[src/rtl/program_loader.sv]
// rtl/program_loader.sv - host command-stream loader and run controller for the RISC-V Lite datapath
module program_loader #(
    parameter logic [31:0] TIMEOUT_CYCLES = 32'd1_000_000
) (
    input  logic        CLK,
    input  logic        RST,
    input  logic        IN_VALID,
    output logic        IN_READY,
    input  logic [31:0] IN_DATA,
    output logic        TB_LOAD_PROGRAM_CTRL,
    output logic [9:0]  TB_LOAD_PROGRAM_ADDR,
    output logic [31:0] TB_LOAD_PROGRAM_DATA,
    output logic        TB_LOAD_DATA_CTRL,
    output logic [9:0]  TB_LOAD_DATA_ADDR,
    output logic [31:0] TB_LOAD_DATA_DATA,
    output logic        CORE_RSTn,
    output logic        START,
    output logic        EN,
    input  logic        OK,
    output logic        RUN_DONE,
    output logic        RUN_TIMEOUT,
    output logic [31:0] CYCLES,
    output logic        ERR,
    output logic        BUSY
);

    typedef enum logic [1:0] {S_IDLE, S_LOAD_P, S_LOAD_D, S_RUN} state_t;

    state_t      state_q, state_d;
    logic [9:0]  addr_q, addr_d;
    logic [10:0] rem_q, rem_d;
    logic        pctrl_q, pctrl_d, dctrl_q, dctrl_d;
    logic [9:0]  paddr_q, paddr_d, daddr_q, daddr_d;
    logic [31:0] pdata_q, pdata_d, ddata_q, ddata_d;
    logic        rstn_q, rstn_d, start_q, start_d, en_q, en_d;
    logic        done_q, done_d, tmo_q, tmo_d, err_q, err_d;
    logic [31:0] cycles_q, cycles_d;

    logic [1:0]  hdr_cmd;
    logic [9:0]  hdr_base;
    logic [10:0] hdr_cnt;
    logic        hdr_len_ok, hdr_bad, accept, timeout_hit;
    logic [31:0] cycles_inc;
    logic        hdr_unused;

    assign hdr_cmd    = IN_DATA[31:30];
    assign hdr_base   = IN_DATA[29:20];
    assign hdr_cnt    = IN_DATA[10:0];
    assign hdr_unused = ^IN_DATA[19:11];
    assign hdr_len_ok = (hdr_cnt != 11'd0) && (hdr_cnt <= 11'd1024);
    // RUN ignores the count field; only load commands need a legal length
    assign hdr_bad    = (hdr_cmd == 2'b11) || ((hdr_cmd != 2'b10) && !hdr_len_ok);

    assign IN_READY    = (state_q != S_RUN);
    assign BUSY        = (state_q != S_IDLE);
    assign accept      = IN_VALID && IN_READY;
    assign cycles_inc  = (cycles_q == 32'hFFFF_FFFF) ? cycles_q : cycles_q + 32'd1;
    assign timeout_hit = (TIMEOUT_CYCLES != 32'd0) && (cycles_inc == TIMEOUT_CYCLES);

    always_ff @(posedge CLK) begin
        if (RST) begin
            state_q  <= S_IDLE;
            addr_q   <= '0;
            rem_q    <= '0;
            pctrl_q  <= 1'b0;
            paddr_q  <= '0;
            pdata_q  <= '0;
            dctrl_q  <= 1'b0;
            daddr_q  <= '0;
            ddata_q  <= '0;
            rstn_q   <= 1'b0;
            start_q  <= 1'b0;
            en_q     <= 1'b0;
            done_q   <= 1'b0;
            tmo_q    <= 1'b0;
            err_q    <= 1'b0;
            cycles_q <= '0;
        end else begin
            state_q  <= state_d;
            addr_q   <= addr_d;
            rem_q    <= rem_d;
            pctrl_q  <= pctrl_d;
            paddr_q  <= paddr_d;
            pdata_q  <= pdata_d;
            dctrl_q  <= dctrl_d;
            daddr_q  <= daddr_d;
            ddata_q  <= ddata_d;
            rstn_q   <= rstn_d;
            start_q  <= start_d;
            en_q     <= en_d;
            done_q   <= done_d;
            tmo_q    <= tmo_d;
            err_q    <= err_d;
            cycles_q <= cycles_d;
        end
    end

    always_comb begin
        state_d = state_q;
        case (state_q)
            S_IDLE: begin
                if (accept && !hdr_bad) begin
                    case (hdr_cmd)
                        2'b00:   state_d = S_LOAD_P;
                        2'b01:   state_d = S_LOAD_D;
                        default: state_d = S_RUN;
                    endcase
                end
            end
            S_LOAD_P, S_LOAD_D: begin
                if (accept && rem_q == 11'd1) state_d = S_IDLE;
            end
            S_RUN: begin
                if (OK || timeout_hit) state_d = S_IDLE;
            end
            default: state_d = S_IDLE;
        endcase
    end

    always_comb begin
        addr_d   = addr_q;
        rem_d    = rem_q;
        pctrl_d  = 1'b0;
        paddr_d  = paddr_q;
        pdata_d  = pdata_q;
        dctrl_d  = 1'b0;
        daddr_d  = daddr_q;
        ddata_d  = ddata_q;
        rstn_d   = rstn_q;
        start_d  = start_q;
        en_d     = en_q;
        done_d   = 1'b0;
        tmo_d    = 1'b0;
        err_d    = 1'b0;
        cycles_d = cycles_q;
        case (state_q)
            S_IDLE: begin
                if (accept) begin
                    if (hdr_bad) begin
                        err_d = 1'b1;
                    end else if (hdr_cmd == 2'b10) begin
                        cycles_d = '0;
                        rstn_d   = 1'b1;
                        start_d  = 1'b1;
                        en_d     = 1'b1;
                    end else begin
                        addr_d = hdr_base;
                        rem_d  = hdr_cnt;
                        rstn_d = 1'b0;
                    end
                end
            end
            S_LOAD_P, S_LOAD_D: begin
                if (accept) begin
                    if (state_q == S_LOAD_P) begin
                        pctrl_d = 1'b1;
                        paddr_d = addr_q;
                        pdata_d = IN_DATA;
                    end else begin
                        dctrl_d = 1'b1;
                        daddr_d = addr_q;
                        ddata_d = IN_DATA;
                    end
                    addr_d = addr_q + 10'd1;
                    rem_d  = rem_q - 11'd1;
                end
            end
            S_RUN: begin
                // the cycle in which OK is sampled still counts; OK beats a coincident timeout
                cycles_d = cycles_inc;
                if (OK) begin
                    done_d  = 1'b1;
                    start_d = 1'b0;
                    en_d    = 1'b0;
                end else if (timeout_hit) begin
                    tmo_d   = 1'b1;
                    start_d = 1'b0;
                    en_d    = 1'b0;
                end
            end
            default: ;
        endcase
    end

    assign TB_LOAD_PROGRAM_CTRL = pctrl_q;
    assign TB_LOAD_PROGRAM_ADDR = paddr_q;
    assign TB_LOAD_PROGRAM_DATA = pdata_q;
    assign TB_LOAD_DATA_CTRL    = dctrl_q;
    assign TB_LOAD_DATA_ADDR    = daddr_q;
    assign TB_LOAD_DATA_DATA    = ddata_q;
    assign CORE_RSTn            = rstn_q;
    assign START                = start_q;
    assign EN                   = en_q;
    assign RUN_DONE             = done_q;
    assign RUN_TIMEOUT          = tmo_q;
    assign CYCLES               = cycles_q;
    assign ERR                  = err_q;

endmodule

[config.mk]
export PLATFORM = sky130hd
export DESIGN_NAME = program_loader
export DESIGN_NICKNAME = d
export VERILOG_FILES = /design/src/rtl/program_loader.sv
export SDC_FILE = /design/constraint.sdc
export NUM_CORES = 1
export LEC_CHECK = 0
export CAP_MARGIN = 20
export CELL_PAD_IN_SITES_DETAIL_PLACEMENT = 2
export CELL_PAD_IN_SITES_GLOBAL_PLACEMENT = 2
export CORE_AREA = 5 5 166 168
export DETAILED_ROUTE_END_ITERATION = 16
export DIE_AREA = 0 0 171 173
export PLACE_DENSITY_LB_ADDON = 0.1
export SYNTH_ARGS = -nofsm -noshare
export SYNTH_HDL_FRONTEND = slang
export SYNTH_SLANG_ARGS = --single-unit
export TNS_END_PERCENT = 10
[constraint.sdc]
create_clock -name CLK -period 3.9 [get_ports CLK]
set_clock_uncertainty 0.15 [all_clocks]
set_input_delay 0.585 -clock CLK [delete_from_list [all_inputs] [get_ports CLK]]
set_output_delay 0.585 -clock CLK [all_outputs]
set_load 0.01 [all_outputs]
# Yosys cells after proc, flatten, opt, wreduce, memory -nomap -nowiden
# Cells that the tools add are included.
[totals] reg_bits=146 in_bits=36 output_inout_bits=126 wordCells=104
[classes] addsub=3 magnitude_cmp=1 n_eq_ne=20 mux=32 n_bitwise=6 reduce_logical=27
[op_table] operator="$mux 32" n=4
[op_table] operator="$pmux 32 s2" n=1
[op_table] operator="$mux 11" n=4
[op_table] operator="$mux 10" n=4
[op_table] operator="$add 32x1->32 const B" n=1
[op_table] operator="$eq 32x20->1 const B" n=1
[op_table] operator="$eq 32x32->1 const B" n=1
[op_table] operator="$pmux 11 s2" n=1
[op_table] operator="$ne 2x2->1 const B" n=10
[op_table] operator="$pmux 10 s2" n=1
[op_table] operator="$reduce_and 3->1" n=4
[op_table] operator="$eq 11x1->1 const B" n=1
[op_table] operator="$le 11x11->1 const B" n=1
[op_table] operator="$mux 1" n=11
[op_table] operator="$reduce_bool 11->1" n=1
[op_table] operator="$sub 11x1->11 const B" n=1
[op_table] operator="$add 10x1->10 const B" n=1
[op_table] operator="$reduce_and 5->1" n=2
[op_table] operator="$reduce_or 3->1" n=3
[op_table] operator="$eq 2x2->1 const B" n=4
[op_table] operator="$mux 2" n=3
[op_table] operator="$not 1->1" n=6
[op_table] operator="$pmux 2 s3" n=1
[op_table] operator="$reduce_bool 2->1" n=3
[op_table] operator="other kinds (10)" n=19

# Depth between registers and ports, before layout
[logic_depth] ltp_word=9 ltp_mapped=11 depth_no_buf=10

# Least setup slack after synthesis
# No wires, ideal clock.
[synth_timing] path_kind="reg2reg" startpoint="reg cycles_q[0] (netlist: CYCLES[0])" endpoint="reg tmo_q (netlist: RUN_TIMEOUT)" setup_time_ns=0.087 t_arrival_ns=2.700 required_ns=3.663 slack_ns=0.963 stages_incl_launch_ff=10 path_buffers=0 synth_period_minus_slack_ns=2.937 path_cell_list="dfxtp_1 -> ha_1 -> nand4_2 -> or4_2 -> a21o_1 -> xor2_1 -> nand3_1 -> a2111oi_0 -> and4bb_1 -> nor4b_4"
[synth_between] elab_chain_cells=4 elab_cells_between_ends=5 classes_between="1 x add/sub; 2 x eq/ne; 2 x mux"
[synth_lines] element="from (decl)" line="37" rtl="logic [31:0] cycles_q, cycles_d;"
[synth_lines] element="from (signal assigned)" line="94" rtl="cycles_q <= cycles_d;"
[synth_lines] element="$add 32x1->32 or $eq 32x32->1 (tied branches)" line="57" rtl="assign cycles_inc = (cycles_q == 32'hFFFF_FFFF) ? cycles_q : cycles_q + 32'd1;"
[synth_lines] element="$mux 32 (*)" line="57"
[synth_lines] element="$eq 32x20->1 (*)" line="58" rtl="assign timeout_hit = (TIMEOUT_CYCLES != 32'd0) && (cycles_inc == TIMEOUT_CYCLES);"
[synth_lines] element="$mux 1 (*)" line="175" rtl="end else if (timeout_hit) begin"
[synth_lines] element="to (signal assigned)" line="92" rtl="tmo_q <= tmo_d;"
[synth_lines] element="to (decl)" line="36" rtl="logic done_q, done_d, tmo_q, tmo_d, err_q, err_d;"
# Mark *: on every way between the ends. The rest lies on a longest branch, timed or not.
# A chain may end at the register's enable or synchronous reset.

# Worst setup path in the final report
[layout_timing] startpoint="reg cycles_q[0] (netlist: CYCLES[0])" endpoint="reg state_q[1]"
[layout_between] elab_chain_cells=6 elab_cells_between_ends=7 classes_between="1 x add/sub; 3 x eq/ne; 1 x mux; 2 x reduce/logical"
[layout_lines] element="$add 32x1->32 or $eq 32x32->1 (tied branches)" line="57"
[layout_lines] element="$mux 32 (*)" line="57"
[layout_lines] element="$eq 32x20->1 (*)" line="58"
[layout_lines] element="$logic_or 1x1->1 (*)" line="114" rtl="if (OK || timeout_hit) state_d = S_IDLE;"
[layout_lines] element="$ne 2x2->1 (no line) (*)"
[layout_lines] element="$reduce_and 3->1 (no line) (*)"
[layout_lines] element="to (signal assigned)" line="79" rtl="state_q <= state_d;"
[layout_lines] element="to (decl)" line="29" rtl="state_t state_q, state_d;"
# Marks and branches as above.

==> results_dict.tcl <==
set metrics [dict create \
    finalPower_mw 4.492 \
    drive_above_1_share_pct 9.409 \
    seq_area_frac_synth_pct 41.13 \
    fin_util_pct 37.90 \
    cts-hold-fix-buffers 0 \
    ys_types 68 \
    cap_violations 0 \
    grt_pass1_vias 8089 \
    clk_latency_ps 430 \
    slew_violations 0 \
    ys_async_sr_fraction_pct 0 \
    synth-edff-count 0 \
    worstSetupStartpointType "register" \
    ir_drop_mv 0.2219 \
    post_cts_buffers 0 \
    post-route-min-period_ps 3517 \
    internal-power_mw 2.891 \
    firstDrtPassIters 5 \
    hold-worst-slack_ps 306.7 \
    syn_area_per_cell_um2 7.457 \
    end_kind "register" \
    status "complete, no violations" \
    path_class "reg2reg" \
    holdPathStages 2 \
    yosysTopAreaCell "dfxtp_1" \
    htree_levels 4 \
    ys.flop_type "dfxtp_1" \
    initial_utilization_pct 27.58 \
    cts_tree "done" \
    period_share_pct 90.18 \
    dieWidth_um 171 \
    n_fill_cell 3000 \
    gp_congestion 0.8762 \
    drt_iter0_drc 337 \
    grt_max_degree 79 \
    power_frac_comb_pct 24.9 \
    fp.coreArea_um2 25760 \
    cp_max_fo 8 \
    clock-root-buffer "clkbuf_16" \
    dpl.hpwl_mm 21.33 \
    wirelength_mm 29.85 \
    place_area_um2 9179 \
    vias_per_cell 5.204 \
    ys_ff_latch 146 \
    fp.dieArea_um2 29580 \
    syn-num-nets 996 \
    yosysTopAreaCellShare_pct 41.13 \
    num_vias 7551 \
    cts-buffers-inserted 17 \
    pwr-share-seq_pct 38.2 \
    cp-startpoint "CYCLES[0]$_SDFFE_PP0P_" \
    nNetsFinal 1146 \
    rows 59 \
    postRouteAntennaNets 0 \
    syn_inst 953 \
    grt_pass1_wl_mm 47.35 \
    io_buffers 161 \
    clkTransAtPathRegs_ps 70 \
    avgRoutedWirePerCell_um 20.57 \
    die_h_um 173 \
    clock_path_buffers 2 \
    drc 0 \
    worst_pin_slew_ps 946.7 \
    tns_ps 0 \
    hold_violations 0 \
    synth_area_leaders "dfxtp_1, nand2_1, a21oi_1" \
    fmax_mhz 284.3 \
    yosys_warnings 0 \
    synthToLayoutAreaGrowth_pct 37.39 \
    rsz0062_at_grt "no" \
    grt_overflow 0 \
    timing.rr.start "CYCLES[0]$_SDFFE_PP0P_" \
    antenna_found_initial 0 \
    clkPwrFrac_pct 36.9 \
    setup_viol 0 \
    crit_required_ps 4080 \
    synth.most_common_cell "nand2_1" \
    cts.sinks 146 \
    io_pins 162 \
    design_area_um2 9764 \
    synth_common_cells "nand2_1, dfxtp_1, a21oi_1" \
    swShare_pct 35.63 \
    hold_class "reg2reg" \
    p_switching_mw 1.601 \
    track_usage_pct 20.17 \
    synth_area_um2 7107 \
    antenna_cells 0 \
    leakagePower_nw 3.181 \
    max_slew_margin_pct 36.89 \
    r2r_cells 10 \
    min-delay-start "TB_LOAD_PROGRAM_DATA[1]$_SDFFE_PP0P_" \
    p_per_area_nw_per_um2 460.0 \
    post_cts_resized 0 \
    crit_arrival_ps 3700 \
]
## placed cells by master, fill, tap and decap left out, drive strengths merged, types with 3 or more instances in the layout
cell | synthesis | layout
clkbuf | 58 | 17
xor2 | 4 | 4
nor2b | 3 | 3
dfxtp | 146 | 146
mux2i | 6 | 6
ha | 7 | 7
o22ai | 4 | 4
a311oi | 15 | 15
a31oi | 7 | 7
and3 | 8 | 8
or2 | 6 | 6
a21o | 6 | 6
or4 | 6 | 6
a21oi | 134 | 134
o31ai | 4 | 4
inv | 13 | 22
and2 | 5 | 5
nor4b | 3 | 3
nor3 | 27 | 27
clkdlybuf4s50 | 0 | 160
a211oi | 12 | 12
clkinv | 0 | 4
o211ai | 5 | 5
nand3 | 32 | 32
nor2 | 73 | 73
buf | 14 | 43
or3 | 4 | 4
o21ai | 36 | 36
nand3b | 5 | 5
nor4 | 12 | 12
a22oi | 5 | 5
and4 | 5 | 5
xnor2 | 7 | 7
nand4 | 17 | 17
nand2 | 241 | 241
## registers in the layout, summed over array words and instances (netlist names), 2 cells and up
| signal | cells |
|---|---|
| CYCLES | 32 |
| TB_LOAD_DATA_ADDR | 10 |
| TB_LOAD_DATA_DATA | 32 |
| TB_LOAD_PROGRAM_ADDR | 10 |
| TB_LOAD_PROGRAM_DATA | 32 |
| addr_q | 10 |
| rem_q | 11 |
| state_q | 2 |
## final timing paths
path	end	slack (ps)
max	state_q[1]$_SDFFE_PP0P_	380
min	TB_LOAD_PROGRAM_DATA[1]$_SDFFE_PP0P_	310
max reg2reg	state_q[1]$_SDFFE_PP0P_	380
min reg2reg	TB_LOAD_PROGRAM_DATA[1]$_SDFFE_PP0P_	310
## per-layer routing
layer  part of all wire, %  global-route usage (%)  routed length (µm)  vias to the layer above
li1                      -                       -                   -                     3646
met1                    43                   24.80               12920                     3728
met2                    49                   34.16               14560                      149
met3                   6.7                   6.393                1993                       28
met4                   1.3                   4.985                 381                        0
met5                     0                       0                   0                        -
## worst max-delay path, stage by stage, from the launching register on
cell,delay (ps)
dfxtp_1,410
ha_1,340
and4_1,420
nand4_2,350
o211ai_1,590
nor3_1,150
o221ai_1,220
nor4_1,90
a211oi_2,460
o21ai_0,140
o41ai_1,80
## per-stage QoR
| stage | setup WS (ps) | std cells |
|---|---|---|
| 2_1_floorplan | 963.1 | 953 |
| 3_3_place_gp | 507.3 | 1419 |
| 3_5_place_dp | 372.4 | 1419 |
| 4_1_cts | 352.4 | 1451 |
| 5_1_grt | 13.10 | 1451 |
| 6_report | 383.2 | 1451 |
## kinds of logic (layout without fill, tap and decap cells)
group / count (synthesis) / in the layout / share of synthesized area (%)
muxes: 7 / 7 / 1.004
xor gates and xnor gates: 11 / 11 / 1.356
adders and majority gates: 7 / 7 / 1.232
buffers and inverters: 85 / 248 / 4.859
DFF: 146 / 146 / 41.13
and+or+nand+nor: 453 / 453 / 29.51
AOI/OAI and AO/OA: 244 / 244 / 20.92
## area by class of cell
cell class              count  area (µm²)  share of cell area [%]
clock buffers              17       425.4                   4.357
repair buffers            203        1937                   19.84
inverters                  13       48.80                  0.4997
clock inverters            15       160.2                   1.640
multi-input cells         722        3851                   39.44
well taps                 335       419.2                   4.293
flip-flops and latches    146        2923                   29.93
## power groups by stage
stage | registers, mW | clock network [mW] | logic (mW)
detailed placement | 1.75 | 0 | 1.14
global placement | 1.74 | 0 | 1.12
global route | 1.73 | 1.77 | 1.25
floorplan | 1.75 | 0 | 0.625
finish | 1.72 | 1.66 | 1.12
CTS | 1.72 | 1.71 | 1.15
Note: power is estimated with default switching activity, not from simulation.
